File: src/rtl/uart_pkg.sv
// uart_pkg: shared types and helpers for the multi-byte UART transmitter.
//   tx_state_t  - transmitter FSM state (IDLE, START, DATA, PARITY, STOP)
//   PARITY_EN   - 1 when UART_TX_PARITY_EN is defined at build time
//   frame_bits  - serial bit periods in one frame
package uart_pkg;

  localparam logic [2:0] ST_IDLE   = 3'd0;
  localparam logic [2:0] ST_START  = 3'd1;
  localparam logic [2:0] ST_DATA   = 3'd2;
  localparam logic [2:0] ST_PARITY = 3'd3;
  localparam logic [2:0] ST_STOP   = 3'd4;

  typedef enum logic [2:0] {
    IDLE   = ST_IDLE,
    START  = ST_START,
    DATA   = ST_DATA,
    PARITY = ST_PARITY,
    STOP   = ST_STOP
  } tx_state_t;

`ifdef UART_TX_PARITY_EN
  localparam bit PARITY_EN = 1'b1;
`else
  localparam bit PARITY_EN = 1'b0;
`endif

  function automatic int unsigned frame_bits(int unsigned data_bits,
                                             int unsigned stop_bits,
                                             bit parity);
    return 1 + data_bits + (parity ? 1 : 0) + stop_bits;
  endfunction

endpackage

File: src/rtl/uart_tx_multi_if.sv
// uart_tx_multi_if: request/handshake bundle between packet assembly (master)
// and the UART transmitter (slave).
//   tx_data    payload, byte k = tx_data[k*DATA_BITS +: DATA_BITS]
//   tx_len     number of bytes to send (0..NUM_BYTES)
//   send_data  transfer request, sampled every cycle
//   parity_odd odd-parity select (only with UART_TX_PARITY_EN)
//   busy       transfer in progress
//   done       one-cycle completion pulse
interface uart_tx_multi_if #(
  parameter int unsigned NUM_BYTES = 36,
  parameter int unsigned DATA_BITS = 8
);
  logic [NUM_BYTES*DATA_BITS-1:0]  tx_data;
  logic [$clog2(NUM_BYTES+1)-1:0]  tx_len;
  logic                            send_data;
  logic                            busy;
  logic                            done;

`ifdef UART_TX_PARITY_EN
  logic parity_odd;
  modport master (output tx_data, tx_len, send_data, parity_odd, input busy, done);
  modport slave  (input tx_data, tx_len, send_data, parity_odd, output busy, done);
`else
  modport master (output tx_data, tx_len, send_data, input busy, done);
  modport slave  (input tx_data, tx_len, send_data, output busy, done);
`endif
endinterface

File: src/rtl/flex_counter.sv
// flex_counter: generic up-counter wrapping from rollover_val back to 0.
//   clk, n_rst    clock, async active-low reset
//   clear         synchronous clear to 0 (wins over count_enable)
//   count_enable  advance one step
//   rollover_val  terminal count
//   count_out     current count
module flex_counter #(
  parameter int unsigned NUM_CNT_BITS = 4
) (
  input  logic                    clk,
  input  logic                    n_rst,
  input  logic                    clear,
  input  logic                    count_enable,
  input  logic [NUM_CNT_BITS-1:0] rollover_val,
  output logic [NUM_CNT_BITS-1:0] count_out
);

  always_ff @(posedge clk or negedge n_rst) begin
    if (!n_rst) begin
      count_out <= '0;
    end else if (clear) begin
      count_out <= '0;
    end else if (count_enable) begin
      if (count_out == rollover_val) count_out <= '0;
      else                           count_out <= count_out + NUM_CNT_BITS'(1);
    end
  end

endmodule

File: src/rtl/uart_tx_fsm.sv
// uart_tx_fsm: frame sequencing for uart_tx_multi.
//   clk, n_rst  clock, async active-low reset
//   send_data   request; tx_len bytes to send
//   tick        last cycle of the current bit period
//   accept      request accepted this cycle (capture strobe)
//   state_nxt, pos_nxt, byte_nxt  values the FSM takes at the next edge
//   busy, done  handshake outputs (registered)
// pos counts bit periods within a frame: 0 = start, 1..DATA_BITS = data,
// then parity (UART_TX_PARITY_EN builds), then stop bits.
module uart_tx_fsm
  import uart_pkg::*;
#(
  parameter int unsigned NUM_BYTES = 36,
  parameter int unsigned DATA_BITS = 8,
  parameter int unsigned STOP_BITS = 1,
  localparam int unsigned LEN_W = $clog2(NUM_BYTES + 1),
  localparam int unsigned POS_W = $clog2(frame_bits(DATA_BITS, STOP_BITS, PARITY_EN))
) (
  input  logic             clk,
  input  logic             n_rst,
  input  logic             send_data,
  input  logic [LEN_W-1:0] tx_len,
  input  logic             tick,
  output logic             accept,
  output tx_state_t        state_nxt,
  output logic [POS_W-1:0] pos_nxt,
  output logic [LEN_W-1:0] byte_nxt,
  output logic             busy,
  output logic             done
);

  localparam logic [POS_W-1:0] POS_LAST =
    POS_W'(frame_bits(DATA_BITS, STOP_BITS, PARITY_EN) - 1);

  tx_state_t        state;
  logic [POS_W-1:0] pos;
  logic [LEN_W-1:0] byte_idx;
  logic             done_nxt;

  function automatic tx_state_t state_at(logic [POS_W-1:0] p);
    if (p == '0)                                    return START;
    else if (p <= POS_W'(DATA_BITS))                return DATA;
    else if (PARITY_EN && p == POS_W'(DATA_BITS + 1)) return PARITY;
    else                                            return STOP;
  endfunction

  always_comb begin
    state_nxt = state;
    pos_nxt   = pos;
    byte_nxt  = byte_idx;
    accept    = 1'b0;
    done_nxt  = 1'b0;
    case (state)
      IDLE: begin
        if (send_data) begin
          if (tx_len != '0) begin
            accept    = 1'b1;
            state_nxt = START;
            pos_nxt   = '0;
            byte_nxt  = tx_len - LEN_W'(1);
          end else begin
            done_nxt = 1'b1;
          end
        end
      end
      default: begin
        if (tick) begin
          if (pos == POS_LAST) begin
            pos_nxt = '0;
            if (byte_idx != '0) begin
              byte_nxt  = byte_idx - LEN_W'(1);
              state_nxt = START;
            end else begin
              state_nxt = IDLE;
              done_nxt  = 1'b1;
            end
          end else begin
            pos_nxt   = pos + POS_W'(1);
            state_nxt = state_at(pos + POS_W'(1));
          end
        end
      end
    endcase
  end

  always_ff @(posedge clk or negedge n_rst) begin
    if (!n_rst) begin
      state    <= IDLE;
      pos      <= '0;
      byte_idx <= '0;
      busy     <= 1'b0;
      done     <= 1'b0;
    end else begin
      state    <= state_nxt;
      pos      <= pos_nxt;
      byte_idx <= byte_nxt;
      busy     <= (state_nxt != IDLE);
      done     <= done_nxt;
    end
  end

endmodule

File: src/rtl/uart_tx_multi.sv
// uart_tx_multi: parametrised multi-byte UART transmitter.
//   clk, n_rst  clock, async active-low reset
//   bus         uart_tx_multi_if.slave (tx_data, tx_len, send_data, busy, done
//               and parity_odd when UART_TX_PARITY_EN is defined)
//   serial_out  registered serial line, idle high
// Bytes go out highest captured index first; bit order set by MSB_FIRST.
// Build option: UART_TX_PARITY_EN adds an even/odd parity bit after the data.
module uart_tx_multi
  import uart_pkg::*;
#(
  parameter int unsigned NUM_BYTES    = 36,
  parameter int unsigned DATA_BITS    = 8,
  parameter int unsigned CLKS_PER_BIT = 10,
  parameter int unsigned STOP_BITS    = 1,
  parameter int unsigned MSB_FIRST    = 1
) (
  input  logic           clk,
  input  logic           n_rst,
  uart_tx_multi_if.slave bus,
  output logic           serial_out
);

  localparam int unsigned LEN_W = $clog2(NUM_BYTES + 1);
  localparam int unsigned POS_W = $clog2(frame_bits(DATA_BITS, STOP_BITS, PARITY_EN));
  localparam int unsigned CNT_W = (CLKS_PER_BIT > 2) ? $clog2(CLKS_PER_BIT) : 1;
  localparam logic [CNT_W-1:0] CNT_LAST = CNT_W'(CLKS_PER_BIT - 1);

  logic                           accept;
  logic                           tick;
  tx_state_t                      state_nxt;
  logic [POS_W-1:0]               pos_nxt;
  logic [LEN_W-1:0]               byte_nxt;
  logic [CNT_W-1:0]               bit_timer;
  logic [NUM_BYTES*DATA_BITS-1:0] cap_data;
  logic [DATA_BITS-1:0]           sel_byte;
  logic [POS_W-1:0]               bit_pos;
  logic                           data_bit;
  logic                           line_nxt;

  flex_counter #(.NUM_CNT_BITS(CNT_W)) u_bit_timer (
    .clk          (clk),
    .n_rst        (n_rst),
    .clear        (accept),
    .count_enable (bus.busy),
    .rollover_val (CNT_LAST),
    .count_out    (bit_timer)
  );

  assign tick = bus.busy && (bit_timer == CNT_LAST);

  uart_tx_fsm #(
    .NUM_BYTES (NUM_BYTES),
    .DATA_BITS (DATA_BITS),
    .STOP_BITS (STOP_BITS)
  ) u_fsm (
    .clk       (clk),
    .n_rst     (n_rst),
    .send_data (bus.send_data),
    .tx_len    (bus.tx_len),
    .tick      (tick),
    .accept    (accept),
    .state_nxt (state_nxt),
    .pos_nxt   (pos_nxt),
    .byte_nxt  (byte_nxt),
    .busy      (bus.busy),
    .done      (bus.done)
  );

  always_ff @(posedge clk or negedge n_rst) begin
    if (!n_rst)      cap_data <= '0;
    else if (accept) cap_data <= bus.tx_data;
  end

`ifdef UART_TX_PARITY_EN
  logic par_odd_q;

  always_ff @(posedge clk or negedge n_rst) begin
    if (!n_rst)      par_odd_q <= 1'b0;
    else if (accept) par_odd_q <= bus.parity_odd;
  end
`endif

  // The line level is computed from the FSM's next-cycle position so that
  // serial_out stays a plain register yet changes on the same edge as state.
  always_comb begin
    sel_byte = DATA_BITS'(cap_data >> (32'(byte_nxt) * DATA_BITS));
    if (MSB_FIRST != 0) bit_pos = POS_W'(DATA_BITS) - pos_nxt;
    else                bit_pos = pos_nxt - POS_W'(1);
    data_bit = |(sel_byte & (DATA_BITS'(1) << bit_pos));
    case (state_nxt)
      START:   line_nxt = 1'b0;
      DATA:    line_nxt = data_bit;
`ifdef UART_TX_PARITY_EN
      PARITY:  line_nxt = (^sel_byte) ^ par_odd_q;
`endif
      default: line_nxt = 1'b1;
    endcase
  end

  always_ff @(posedge clk or negedge n_rst) begin
    if (!n_rst) serial_out <= 1'b1;
    else        serial_out <= line_nxt;
  end

endmodule

File: src/flat_wrapper.sv
// flat-port wrapper written by rule: the top's interface ports become plain ports
module uart_tx_multi_flat import uart_pkg::*;
#(
  parameter int unsigned NUM_BYTES    = 36,
  parameter int unsigned DATA_BITS    = 8,
  parameter int unsigned CLKS_PER_BIT = 10,
  parameter int unsigned STOP_BITS    = 1,
  parameter int unsigned MSB_FIRST    = 1
)
  (clk, n_rst, serial_out, bus_tx_data, bus_tx_len, bus_send_data, bus_busy, bus_done);
  uart_tx_multi_if #(.NUM_BYTES(NUM_BYTES), .DATA_BITS(DATA_BITS)) bus_i ();
  input  logic clk;
  input  logic n_rst;
  output logic serial_out;
  input wire logic [$bits(bus_i.tx_data)-1:0] bus_tx_data;
  input wire logic [$bits(bus_i.tx_len)-1:0] bus_tx_len;
  input wire logic [$bits(bus_i.send_data)-1:0] bus_send_data;
  output wire logic [$bits(bus_i.busy)-1:0] bus_busy;
  output wire logic [$bits(bus_i.done)-1:0] bus_done;
  assign bus_i.tx_data = bus_tx_data;
  assign bus_i.tx_len = bus_tx_len;
  assign bus_i.send_data = bus_send_data;
  assign bus_busy = bus_i.busy;
  assign bus_done = bus_i.done;
  uart_tx_multi #(.NUM_BYTES(NUM_BYTES), .DATA_BITS(DATA_BITS), .CLKS_PER_BIT(CLKS_PER_BIT), .STOP_BITS(STOP_BITS), .MSB_FIRST(MSB_FIRST)) u_core (.clk(clk), .n_rst(n_rst), .bus(bus_i), .serial_out(serial_out));
endmodule
File: config.mk
export PLATFORM = sky130hd
export DESIGN_NAME = uart_tx_multi_flat
export DESIGN_NICKNAME = d
export VERILOG_FILES = /design/src/rtl/uart_pkg.sv /design/src/rtl/uart_tx_multi_if.sv /design/src/rtl/flex_counter.sv /design/src/rtl/uart_tx_fsm.sv /design/src/rtl/uart_tx_multi.sv /design/src/flat_wrapper.sv
export SDC_FILE = /design/constraint.sdc
export NUM_CORES = 1
export LEC_CHECK = 0
export ABC_CLOCK_PERIOD_IN_PS = 4400
export CAP_MARGIN = 15
export CORE_MARGIN = 2
export CORE_UTILIZATION = 25
export DETAILED_ROUTE_END_ITERATION = 16
export SLEW_MARGIN = 20
export SYNTH_ARGS = -nofsm -noshare
export SYNTH_HDL_FRONTEND = slang
export SYNTH_HIERARCHICAL = 1
export SYNTH_SLANG_ARGS = --single-unit
File: constraint.sdc
create_clock -name clk -period 4.4 [get_ports clk]
set_input_delay 0.66 -clock clk [delete_from_list [all_inputs] [get_ports clk]]
set_output_delay 0.66 -clock clk [all_outputs]
set_load 0.02 [all_outputs]
==> out/metrics.json <==
{
  "yosys.area_share.xor_xnor_pct": 0.477,
  "floorplan.die.height_um": 246,
  "synth.area.mux_share_pct": 33.0,
  "post_route_cells_drive_above_1_share_pct": 35.4,
  "num_rows": 88,
  "detail_route.first_pass.iterations": 4,
  "power_switching_share_pct": 33.2,
  "route.detailed.drc": 0,
  "route.detailed.wl_per_inst_um": 21.0,
  "number_of_enable_type_register_cells_in_the_synthesized_netlist": 0,
  "ctsHtreeMaxLevel": 2,
  "postSynthRegisterBits": 308,
  "number_of_buffers_inserted_by_port_buffering": 299,
  "max_freq_mhz": 250,
  "status": "complete, no violations",
  "peakVddDrop_v": 0.000280,
  "leakagePower_nw": 8.30,
  "routabilityCongestion": 0.846,
  "cts.repair_timing.setup_buffer_count": 0,
  "critPathRequiredTime_ns": 4.88,
  "synth-simple-area-share_pct": 5.19,
  "globalRouteTotalUtil_pct": 15.2,
  "timing.critical_path.max_delay_family": "simple AND/OR/NAND/NOR gates",
  "clock_power_share_pct": 23.0,
  "hold_path_class": "in2async",
  "worstMarginPinSlew_ns": 0.933,
  "critPathKind": "reg2reg",
  "setup_viol": 0,
  "finalCritPeriodShare_pct": 90.9,
  "dieArea_um2": 60700,
  "pre_cts_ws_ns": -0.222,
  "power.share.combinational_pct": 42.6,
  "synth-adder-area-share_pct": 0.426,
  "grt_max_degree": 197,
  "tritoncts": "yes",
  "cts-resized-gates": 0,
  "register_share_of_total_power_pct": 34.4,
  "slew_violations": 0,
  "synthCells": 1037,
  "routed_wl_um": 46000,
  "synthesis.area_per_instance_um2": 14.2,
  "num_io_pins": 300,
  "place_hpwl_um": 34800,
  "synthesis.area_um2": 14700,
  "syn2layout_area_growth_pct": 40.0,
  "placedCellCount": 2122,
  "first_global_vias": 11121,
  "clock_sinks": 308,
  "cts_root_buf": "sky130_fd_sc_hd__clkbuf_16",
  "cts_buffers": 39,
  "clock_pin_slew_of_the_registers_on_the_worst_case_setup_and_hold_paths_ns": 0.06,
  "design.core.area_um2": 57900,
  "dominantRegCellSynth": "sky130_fd_sc_hd__dfrtp_1",
  "synth.yosys.warnings": 6,
  "antenna_found_initial": 13,
  "rsz_0062_raised_after_global_routing": "no",
  "net-switching-power_w": 0.00494,
  "crit_chain": "nor3_1 > buf_4 > a21oi_1 > o21ai_0 > o41ai_1 > or4b_2 > a2111oi_0 > buf_4 > o21ai_0 > nand2_1 > nor4_1 > a211oi_1",
  "worst_ep_arrival_time_ns": 4.48,
  "postSynth.asyncResetShare_pct": 100,
  "clock_tree.buffer_depth": 3,
  "drtAntennaViolNets": 0,
  "synth-seq-area-share_pct": 52.5,
  "grt.overflow.total": 0,
  "maxSlewHeadroom_pct": 37.8,
  "timing.final.ws_setup_ns": 0.398,
  "path_max_fanout": 9,
  "num_vias": 10200,
  "synthDistinctLibCells": 75,
  "worstPathBufferInverterCount": 2,
  "critical-path-slowest-cell": "sky130_fd_sc_hd__or4b_2",
  "slowest_delay_ns": 0.82,
  "final-instance-count-excl-fill": 2193,
  "synth-compound-area-share_pct": 5.58,
  "clock-skew-final_ns": 0.0238,
  "final_nets": 1701,
  "worst_hold_slack_after_final_layout_ns": 0.0629,
  "cts.hold.buffers_added": 0,
  "die-width_um": 246,
  "drt-vias-per-instance": 4.65,
  "initial_core_util_pct": 25.3,
  "total_power_w": 0.0149,
  "drv.max_cap_violation_count": 0,
  "hold_viol_final": 0,
  "cellInternalPower_w": 0.00994,
  "powerDensity_nw_per_um2": 724,
  "rrSetupSlack_ns": 0.40,
  "first_pass_grt_wire_length_um": 69300,
  "start_kind": "flip-flop",
  "final.fill_count": 5648,
  "worstSkewPairLatency_ns": 0.56,
  "postLayoutCoreUtil_pct": 35.5,
  "final.min_clock_period_ns": 4.00,
  "synth_top_family_by_area": "multiplexers",
  "setup.worst_path.end_class": "flip-flop",
  "drtIter0Drc": 499
}
flip-flops by register name, summed over array words and instances, names as in the netlist:
register,flops
u_core/cap_data,288
u_core/serial_out,1
u_core/u_bit_timer/count_out,4
u_core/u_fsm/busy,1
u_core/u_fsm/byte_idx,6
u_core/u_fsm/done,1
u_core/u_fsm/pos,4
u_core/u_fsm/state,3
power groups by stage:
| stage | clock, W | sequential [W] | combinational (W) |
|---|---|---|---|
| final | 0.00343 | 0.00511 | 0.00633 |
| after global routing | 0.00368 | 0.00530 | 0.00684 |
| after CTS | 0.00354 | 0.00513 | 0.00646 |
| after detailed placement | 0 | 0.00518 | 0.00644 |
| after global placement | 0 | 0.00512 | 0.00632 |
| after floorplan | 0 | 0.00481 | 0.00420 |
layer usage:
layer / track usage, % / wire [um] / vias up
li1: - / - / 4644
met1: 19.7 / 19700 / 5188
met2: 25.3 / 22400 / 267
met3: 4.23 / 2900 / 79
met4: 3.19 / 863 / 22
met5: 0 / 124 / -
cell type report:
type                            instances  area (um2)  area share (%)
Antenna cell                            1        2.50          0.0122
Clock buffer                           47        1060            5.15
Clock inverter                         22         324            1.58
Inverter                               11        53.8           0.262
Multi-Input combinational cell        652        6650            32.4
Sequential cell                       308        7710            37.5
Tap cell                              765         957            4.66
Timing Repair Buffer                  387        3790            18.5
stage by stage:
step	setup TNS (ns)	area, um2
4_1_cts	0	20500
6_report	0	20500
3_3_place_gp	-0.202	19100
3_5_place_dp	-0.222	19100
5_1_grt	0	20500
2_1_floorplan	0	14700
path summary, 6_finish.rpt:
check                                                  from                          endpoint  cells past startpoint
hold / removal                                        n_rst  u_core/cap_data[278]$_DFFE_PN0P_                      1
hold reg to reg            u_core/cap_data[244]$_DFFE_PN0P_  u_core/cap_data[244]$_DFFE_PN0P_                      1
setup reg to reg            u_core/u_fsm/state[1]$_DFF_PN0_       u_core/serial_out$_DFF_PN1_                     12
min in group clk           u_core/cap_data[244]$_DFFE_PN0P_  u_core/cap_data[244]$_DFFE_PN0P_                      1
max in group asynchronous                             n_rst  u_core/cap_data[154]$_DFFE_PN0P_                      2
setup / recovery            u_core/u_fsm/state[1]$_DFF_PN0_       u_core/serial_out$_DFF_PN1_                     12
kinds of logic (layout without fill, tap and decap cells):
kind of cell / count (synthesis) / after routing
fa+ha+maj: 5 / 5
compound gates: 114 / 114
mux: 388 / 388
flops: 308 / 308
simple gates: 133 / 133
other cells: 2 / 5
xor+xnor: 8 / 8
buf+inv: 79 / 467
layout by cell type, fill, tap and decap left out, drive strengths merged, types with 3 or more instances in the layout:
master and count:
dfrtp 307, clkdlybuf4s50 298, mux2 291, buf 89, mux2i 51, clkbuf 47
mux4 46, nor2 26, nand2 23, o21ai 22, a22oi 14, a21oi 14
nand3 14, nor2b 13, inv 13, o211ai 11, clkinv 11, a211oi 9
nand4 9, bufinv 7, nor3 7, nand2b 7, xor2 7, a31oi 5
ha 5, nor4 5, nand4b 4, conb 4, a2111oi 4, or4b 4
nand3b 3, a22o 3, and4b 3, nor4b 3
cells in the mapped netlist, types with 4 or more instances:
| cell | count | share of area, % |
|---|---|---|
| sky130_fd_sc_hd__dfrtp_1 | 307 | 52 |
| sky130_fd_sc_hd__mux2_2 | 290 | 22 |
| sky130_fd_sc_hd__mux2i_1 | 51 | 3.5 |
| sky130_fd_sc_hd__mux4_2 | 42 | 6.4 |
| sky130_fd_sc_hd__clkbuf_1 | 37 | 0.95 |
| sky130_fd_sc_hd__nor2_1 | 26 | 0.67 |
| sky130_fd_sc_hd__nand2_1 | 23 | 0.59 |
| sky130_fd_sc_hd__o21ai_0 | 22 | 0.75 |
| sky130_fd_sc_hd__a21oi_1 | 14 | 0.48 |
| sky130_fd_sc_hd__a22oi_1 | 14 | 0.72 |
| sky130_fd_sc_hd__nand3_1 | 14 | 0.48 |
| sky130_fd_sc_hd__nor2b_1 | 13 | 0.55 |
| sky130_fd_sc_hd__buf_2 | 11 | 0.38 |
| sky130_fd_sc_hd__buf_4 | 11 | 0.56 |
| sky130_fd_sc_hd__o211ai_1 | 11 | 0.56 |
| sky130_fd_sc_hd__a211oi_1 | 9 | 0.46 |
| sky130_fd_sc_hd__inv_1 | 9 | 0.23 |
| sky130_fd_sc_hd__nand4_1 | 9 | 0.38 |
| sky130_fd_sc_hd__nand2b_1 | 7 | 0.30 |
| sky130_fd_sc_hd__nor3_1 | 7 | 0.24 |
| sky130_fd_sc_hd__xor2_1 | 7 | 0.42 |
| sky130_fd_sc_hd__a31oi_1 | 5 | 0.21 |
| sky130_fd_sc_hd__buf_6 | 5 | 0.38 |
| sky130_fd_sc_hd__ha_1 | 5 | 0.43 |
| sky130_fd_sc_hd__mux4_1 | 4 | 0.72 |
| sky130_fd_sc_hd__nand4b_1 | 4 | 0.24 |
No activity file was read; power rests on OpenSTA's default activity.
